===== config.mk =====
export PLATFORM = sky130hd
export DESIGN_NAME = instbuffer_ctrl
export DESIGN_NICKNAME = d
export VERILOG_FILES = /design/src/rtl/instbuffer_ctrl.sv
export SDC_FILE = /design/constraint.sdc
export NUM_CORES = 1
export LEC_CHECK = 0
export BUFFER_PORTS_ARGS = -buffer_cell sky130_fd_sc_hd__buf_2
export CORE_MARGIN = 5
export CORE_UTILIZATION = 39
export DETAILED_ROUTE_END_ITERATION = 12
export GPL_TIMING_DRIVEN = 0
export HOLD_SLACK_MARGIN = 0.1
export PLACE_DENSITY_LB_ADDON = 0.2
export SYNTH_ARGS = -nofsm -noshare
export SYNTH_HDL_FRONTEND = slang
export SYNTH_SLANG_ARGS = --single-unit

===== constraint.sdc =====
create_clock -name clk -period 8.3 [get_ports clk]
set_input_delay 0.415 -clock clk [delete_from_list [all_inputs] [get_ports clk]]
set_output_delay 0.415 -clock clk [all_outputs]
set_load 0.01 [all_outputs]

===== src/rtl/instbuffer_ctrl.sv =====
// Occupancy and flow controller for the dual-issue instruction FIFO between if_unit and if_id.
// Optional perf counters are built only when INSTBUF_PERF_CNT_EN is defined.
module instbuffer_ctrl #(
    parameter int unsigned DEPTH        = 32,
    parameter int unsigned CNT_W        = 6,
    parameter int unsigned FLUSH_BUBBLE = 2
) (
    input  logic             clk,
    input  logic             rst,
    input  logic             flush,
    input  logic             hold,
    input  logic             if_inst1_valid,
    input  logic             if_inst2_valid,
    input  logic [1:0]       id_slots,
    output logic             fetch_inst_1_en,
    output logic             fetch_inst_2_en,
    output logic             send_inst_1_en,
    output logic             send_inst_2_en,
    output logic             if_stall,
    output logic             send_valid_1,
    output logic             send_valid_2,
    output logic [CNT_W-1:0] occupancy,
    output logic             empty,
    output logic             full,
    output logic [31:0]      stall_full_cnt,
    output logic [31:0]      empty_cnt
);

    localparam int unsigned BUB_W = 3;
    localparam logic [CNT_W-1:0] DEPTH_C = CNT_W'(DEPTH);

    typedef enum logic [1:0] {
        ST_RUN   = 2'd0,
        ST_FLUSH = 2'd1,
        ST_HOLD  = 2'd2
    } state_e;

    state_e             state_q, state_d;
    logic [CNT_W-1:0]   occ_q, occ_d;
    logic [BUB_W-1:0]   bubble_q, bubble_d;
    logic               send_valid_1_q, send_valid_1_d;
    logic               send_valid_2_q, send_valid_2_d;

    logic [CNT_W-1:0]   free;
    logic [1:0]         accept;
    logic [1:0]         slots;
    logic [1:0]         n_send;

    assign free = DEPTH_C - occ_q;

    // Fetch acceptance: a pair is taken whole or not at all.
    always_comb begin
        accept = 2'd0;
        if (!rst && !flush && state_q != ST_FLUSH) begin
            if (if_inst1_valid && if_inst2_valid) begin
                if (free >= CNT_W'(2)) accept = 2'd2;
            end else if (if_inst1_valid) begin
                if (free >= CNT_W'(1)) accept = 2'd1;
            end
        end
    end

    // Issue count from entries already resident; same-cycle writes are not bypassed.
    always_comb begin
        slots  = (id_slots == 2'd3) ? 2'd2 : id_slots;
        n_send = 2'd0;
        if (!rst && !flush && !hold && state_q == ST_RUN) begin
            if (occ_q < CNT_W'(slots)) n_send = occ_q[1:0];
            else                       n_send = slots;
        end
    end

    assign fetch_inst_1_en = (accept != 2'd0);
    assign fetch_inst_2_en = (accept == 2'd2);
    assign send_inst_1_en  = (n_send != 2'd0);
    assign send_inst_2_en  = (n_send == 2'd2);
    assign if_stall        = flush || (state_q == ST_FLUSH) || (if_inst1_valid && accept == 2'd0);

    // Next-state, occupancy and bubble sequencing.
    always_comb begin
        state_d        = state_q;
        occ_d          = occ_q + CNT_W'(accept) - CNT_W'(n_send);
        bubble_d       = bubble_q;
        send_valid_1_d = send_inst_1_en;
        send_valid_2_d = send_inst_2_en;
        if (flush) begin
            state_d        = ST_FLUSH;
            occ_d          = '0;
            bubble_d       = BUB_W'(FLUSH_BUBBLE - 1);
            send_valid_1_d = 1'b0;
            send_valid_2_d = 1'b0;
        end else begin
            unique case (state_q)
                ST_FLUSH: begin
                    if (bubble_q == '0) state_d = hold ? ST_HOLD : ST_RUN;
                    else                bubble_d = bubble_q - BUB_W'(1);
                end
                ST_RUN:  if (hold)  state_d = ST_HOLD;
                ST_HOLD: if (!hold) state_d = ST_RUN;
                default: state_d = ST_RUN;
            endcase
        end
    end

    always_ff @(posedge clk) begin
        if (rst) begin
            state_q        <= ST_RUN;
            occ_q          <= '0;
            bubble_q       <= '0;
            send_valid_1_q <= 1'b0;
            send_valid_2_q <= 1'b0;
        end else begin
            state_q        <= state_d;
            occ_q          <= occ_d;
            bubble_q       <= bubble_d;
            send_valid_1_q <= send_valid_1_d;
            send_valid_2_q <= send_valid_2_d;
        end
    end

    assign send_valid_1 = send_valid_1_q;
    assign send_valid_2 = send_valid_2_q;
    assign occupancy    = occ_q;
    assign empty        = (occ_q == '0);
    assign full         = (occ_q == DEPTH_C);

`ifdef INSTBUF_PERF_CNT_EN
    logic [31:0] stall_cnt_q, stall_cnt_d;
    logic [31:0] empty_cnt_q, empty_cnt_d;

    // Saturating perf counters; flush does not clear them.
    always_comb begin
        stall_cnt_d = stall_cnt_q;
        empty_cnt_d = empty_cnt_q;
        if (if_stall && stall_cnt_q != 32'hFFFF_FFFF)
            stall_cnt_d = stall_cnt_q + 32'd1;
        if (state_q == ST_RUN && empty && empty_cnt_q != 32'hFFFF_FFFF)
            empty_cnt_d = empty_cnt_q + 32'd1;
    end

    always_ff @(posedge clk) begin
        if (rst) begin
            stall_cnt_q <= '0;
            empty_cnt_q <= '0;
        end else begin
            stall_cnt_q <= stall_cnt_d;
            empty_cnt_q <= empty_cnt_d;
        end
    end

    assign stall_full_cnt = stall_cnt_q;
    assign empty_cnt      = empty_cnt_q;
`else
    assign stall_full_cnt = 32'd0;
    assign empty_cnt      = 32'd0;
`endif

    // Protocol and occupancy guards.
    a_lone_inst2: assert property (@(posedge clk) disable iff (rst)
        !(if_inst2_valid && !if_inst1_valid && !flush && state_q != ST_FLUSH));
    a_occ_bound: assert property (@(posedge clk) disable iff (rst) occ_q <= DEPTH_C);
    a_occ_under: assert property (@(posedge clk) disable iff (rst)
        CNT_W'(n_send) <= occ_q);

endmodule


# ---- After elaboration in Yosys (flattened, before gate mapping)
# Index checks and enable logic that the tools add are counted.
# W data, S select, Z words.
dict set report word_totals {
  mem_count 0
  ff_bits 13
  romBits 0
  inputBits 8
  ram_bits 0
  latch_bits 0
  output_inout_bits 79
}
dict set report classes {
  muxes 17
  n_mul 0
  n_shift 0
  n_addsub 4
  eq_ne 14
  bitwise_logic 1
  div 0
  magnitude_cmp 3
  reduce_logical 23
}
# op n
set op_table {}
lappend op_table {{$mux W2} 10}
lappend op_table {{$eq A2 B2 Y1 const B} 4}
lappend op_table {{$add A6 B2 Y6} 1}
lappend op_table {{$eq A6 B6 Y1 const B} 1}
lappend op_table {{$ge A6 B1 Y1 const B} 1}
lappend op_table {{$ge A6 B2 Y1 const B} 1}
lappend op_table {{$logic_and A1 B1 Y1} 6}
lappend op_table {{$logic_not A6 Y1} 1}
lappend op_table {{$lt A6 B2 Y1} 1}
lappend op_table {{$mux W1} 6}
lappend op_table {{$ne A2 B2 Y1 const B} 3}
lappend op_table {{$ne A3 B3 Y1 const B} 2}
lappend op_table {{$pmux W2 S3} 1}
lappend op_table {{$reduce_and A3 Y1} 2}
lappend op_table {{$reduce_bool A2 Y1} 3}
lappend op_table {{$sub A6 B2 Y6} 1}
lappend op_table {{$sub A6 B6 Y6 const A} 1}
lappend op_table {{$logic_not A2 Y1} 2}
lappend op_table {{$ne A2 B1 Y1 const B} 2}
lappend op_table {{$reduce_and A2 Y1} 2}
lappend op_table {{$logic_not A1 Y1} 3}
lappend op_table {{$logic_not A3 Y1} 1}
lappend op_table {{$ne A3 B2 Y1 const B} 1}
lappend op_table {{$sub A3 B1 Y3 const B} 1}
lappend op_table {{4 further kinds} 5}

# ---- Longest topological paths before layout
dict set report logic_depth {
  depth_word 9
  ltp_mapped 14
  depth_no_buf 14
}

# ---- Worst setup path after synthesis
# OpenSTA, ideal clock, no wires.
dict set report synth_path {
  kind {register -> register}
  from {register occ_q[1] (netlist: occupancy[1])}
  to {register occ_q[5] (netlist: occupancy[5])}
  arrival_time_ns 2.806
  synth_period_minus_slack_ns 2.934
  path_slack_ns 5.366
  stages_incl_launch_ff 13
  cell_sequence {dfxtp_1 -> inv_1 -> ha_1 -> or3_1 -> a22oi_1 -> a21o_1 -> fa_1 -> inv_1 -> ha_1 -> a21oi_1 -> o22ai_1 -> mux2i_1 -> nand4_1}
}
dict set report synth_between {
  elab_chain_cells 8
  elab_cells_between_ends 13
}
# item line
set synth_lines {}
lappend synth_lines {{start: declaration} 39} ;# logic [CNT_W-1:0] occ_q, occ_d;
lappend synth_lines {{start signal: assignment} 108} ;# occ_q <= '0;
lappend synth_lines {{start signal: assignment} 114} ;# occ_q <= occ_d;
lappend synth_lines {{$sub A6 B6 Y6} 49} ;# assign free = DEPTH_C - occ_q;
lappend synth_lines {{$ge A6 B1 Y1} 58} ;# if (free >= CNT_W'(1)) accept = 2'd1;
lappend synth_lines {{$mux W1} 58}
lappend synth_lines {{$mux W1} 57} ;# end else if (if_inst1_valid) begin
lappend synth_lines {{$mux W2} 55} ;# if (if_inst1_valid && if_inst2_valid) begin
lappend synth_lines {{$mux W2} 54} ;# if (!rst && !flush && state_q != ST_FLUSH) begin
lappend synth_lines {{$add A6 B2 Y6} 82} ;# occ_d = occ_q + CNT_W'(accept) - CNT_W'(n_send);
lappend synth_lines {{$sub A6 B2 Y6 (*)} 82}
# Every way passes the cells marked *; elsewhere a longest branch is shown, timed or not.
# A chain may end at the register's enable or synchronous reset.

# ---- Worst setup path in the final report
# Ends and elaborated chain as after synthesis.

==> flow_metrics.tcl <==
set metrics [dict create \
    tightest_slew_ns 0.511 \
    crit_family "adder cells" \
    path_clk_slew_ns 0.06 \
    power_density_nw_per_um2 138 \
    drc 0 \
    max_freq_mhz 302 \
    setup_ws_ns 4.99 \
    crit_path_end_kind "flip-flop" \
    htree_levels 1 \
    gp_congestion 0.842 \
    ys_top_cells_by_area "buf_4 (31%), dfxtp_1 (17%), ha_1 (14%)" \
    drv_slew 0 \
    syn_inst 195 \
    diodes 0 \
    grt_max_degree 10 \
    die_area_um2 5380 \
    dr_total_vias 1265 \
    overflow 0 \
    wirelength_mm 2.90 \
    crit_path_cell_trace "inv_1 > ha_1 > or3_1 > a22oi_1 > a21o_1 > fa_1 > inv_1 > ha_1 > a21oi_1 > o22ai_1 > mux2i_1 > nand4_1" \
    r2r-start "occupancy[1]" \
    start_kind "flip-flop" \
    worstPathMaxFanout 7 \
    numPortBuffers 22 \
    core_um2 3940 \
    drt_pre_antenna_iters 4 \
    ir_drop_v 0.0000575 \
    fin_nets 312 \
    first_global_vias 1071 \
    place_ws_ns 4.99 \
    ys_warn_count 0 \
    min_to "state_q[0]" \
    drt-wirelength-per-cell_um 8.69 \
    seq_area_frac_synth_pct 16.6 \
    fin_crit_sh_pct 39.9 \
    netlist_area_um2 1570 \
    drt-initial-drc-count 28 \
    r2r_end "occupancy[5]" \
    grt_pass1_wl_mm 4.57 \
    required_ns 8.43 \
    cpPeakStageDelay_ns 0.47 \
    dieHeight_um 73.4 \
    reg2regPathDepth 12 \
    cts.sinks 13 \
    layoutNonFillerInstCount 334 \
    holdBufCountCts 0 \
    max_slew_margin_pct 65.9 \
    min_period_ns 3.31 \
    leakagePower_uw 0.00116 \
    status "completed" \
    final_antenna_net_count 0 \
    antenna_found_initial 0 \
    hold_viol 0 \
    slowest_stage "dfxtp_1" \
    layout_common_cells "buf_4 (64), conb_1 (64), buf_2 (22), inv_1 (19), ha_1 (17)" \
    syn_area_per_cell_um2 8.03 \
    die_w_um 73.4 \
    place_area_um2 1980 \
    synth_cell_types 37 \
    drive_gt1_share_pct 34.2 \
    initial_core_util_pct 39.7 \
    io_pins 87 \
    post-cts-setup-buffer-count 0 \
    cts_resized 0 \
    insertion_delay_ns 0.24 \
    place_hpwl_mm 2.51 \
    holdPathStages 2 \
    cts_tree "yes" \
    critPathKind "reg2reg" \
    tritoncts.num_buffers 3 \
    rows 23 \
    area_delta_synth_final_pct 29.0 \
    cts_root_buf "clkbuf_8" \
    rsz0062_at_grt "false" \
    skew_ns 0.00250 \
    worst-r2r-setup-slack_ns 4.99 \
    hp-start "rst" \
    arrival_ns 3.43 \
    hold_path.class "in2reg" \
    cts_buffer_depth 2 \
    setup-tns-final_ns 0 \
    fin_area_um2 2020 \
    grt_usage_pct 10.5 \
    critPathBufInv 2 \
    power.total_uw 279 \
    avgViaCountPerCell 3.79 \
    setup_viol 0 \
    yosys.area.top_type "buf_4" \
    maxCapViolCount 0 \
    ys_ff_latch 13 \
    netlist.area_leader.share_pct 30.7 \
    place_inst 330 \
]
worst max path at each step:
stage / startpoint / end / slack, ns / cells past startpoint
floorplan: occupancy[1] / occupancy[5] / 5.37 / 12
global placement: occupancy[1] / occupancy[5] / 4.99 / 12
detailed placement: id_slots[1] / occupancy[5] / 4.99 / 14
CTS: occupancy[1] / occupancy[5] / 4.97 / 12
global route: occupancy[1] / occupancy[5] / 4.73 / 12
finish: occupancy[1] / occupancy[5] / 4.99 / 12
registers in the layout (all words and copies together) (netlist names):
| register | count |
|---|---|
| occupancy | 6 |
| send_valid_1 | 1 |
| send_valid_2 | 1 |
| state_q | 2 |
| bubble_q | 3 |
worst reg2reg max path, cell delays in order, from the launching register on:
cell	delay, ns
dfxtp_1	0.47
inv_1	0.16
ha_1	0.29
or3_1	0.36
a22oi_1	0.43
a21o_1	0.20
fa_1	0.41
inv_1	0.11
ha_1	0.24
a21oi_1	0.17
o22ai_1	0.13
mux2i_1	0.15
nand4_1	0.08
cell usage after synthesis:
cell      instances
and2_1            2
mux2i_1           1
nor4_1            1
or4_4             2
o21bai_1          1
o22ai_1           1
nor2_1            9
ha_1             17
a211oi_1          3
a22oi_1           1
fa_1              2
nor3_1            2
a21o_1            2
and3_1            2
dfxtp_1          13
nand4b_1          1
nand4_1           2
nand3_1           8
nor4b_1           1
xor2_1            3
nand2_1           5
xnor2_1           3
or4b_1            1
a31o_2            1
nor3b_1           1
nand2b_1          2
a21oi_1          10
buf_6             2
inv_1            19
o21ai_0           5
or2_2             2
buf_4            64
o211ai_2          1
or3_1             2
a311o_1           1
conb_1            1
or2_1             1
per-stage QoR:
stage | hold WS [ns] | util [%]
final | 0.382 | 51.3
after global routing | 0.381 | 51.3
after CTS | 0.375 | 51.3
after detailed placement | 0.453 | 50.1
after global placement | 0.445 | 50.1
after floorplan | 0.427 | -
final cells by class:
cell class | instances | area (um2)
inverters | 19 | 71.3
well taps | 50 | 62.6
fillers | 423 | 1920
multi-input cells | 160 | 968
repair buffers | 22 | 110
flip-flops and latches | 13 | 260
plain buffers | 66 | 503
clock buffers | 4 | 45.0
layer usage:
layer  wire length [um]  track usage [%]  part of all wire (%)
met5                  0                0                     0
met4                 40             3.02                   1.4
met2               1250             16.0                    43
met3                350             3.83                    12
met1               1260             13.8                    43
where the power goes:
part | internal (uW) | switching, uW
sequential | 68.5 | 6.02
combinational | 67.5 | 78.9
clock | 33.9 | 24.5
cell families after synthesis:
logic type	after synthesis	share of synthesized area [%]
buffers and inverters	85	36.7
AND/OR/NAND/NOR	44	15.8
AO/OA/AOI/OAI	26	10.5
adder cells (fa/ha/maj)	19	16.1
flip-flops	13	16.6
XOR/XNOR	6	3.36
other	1	0.239
multiplexers	1	0.639
Power figures use the tool's default switching activity.
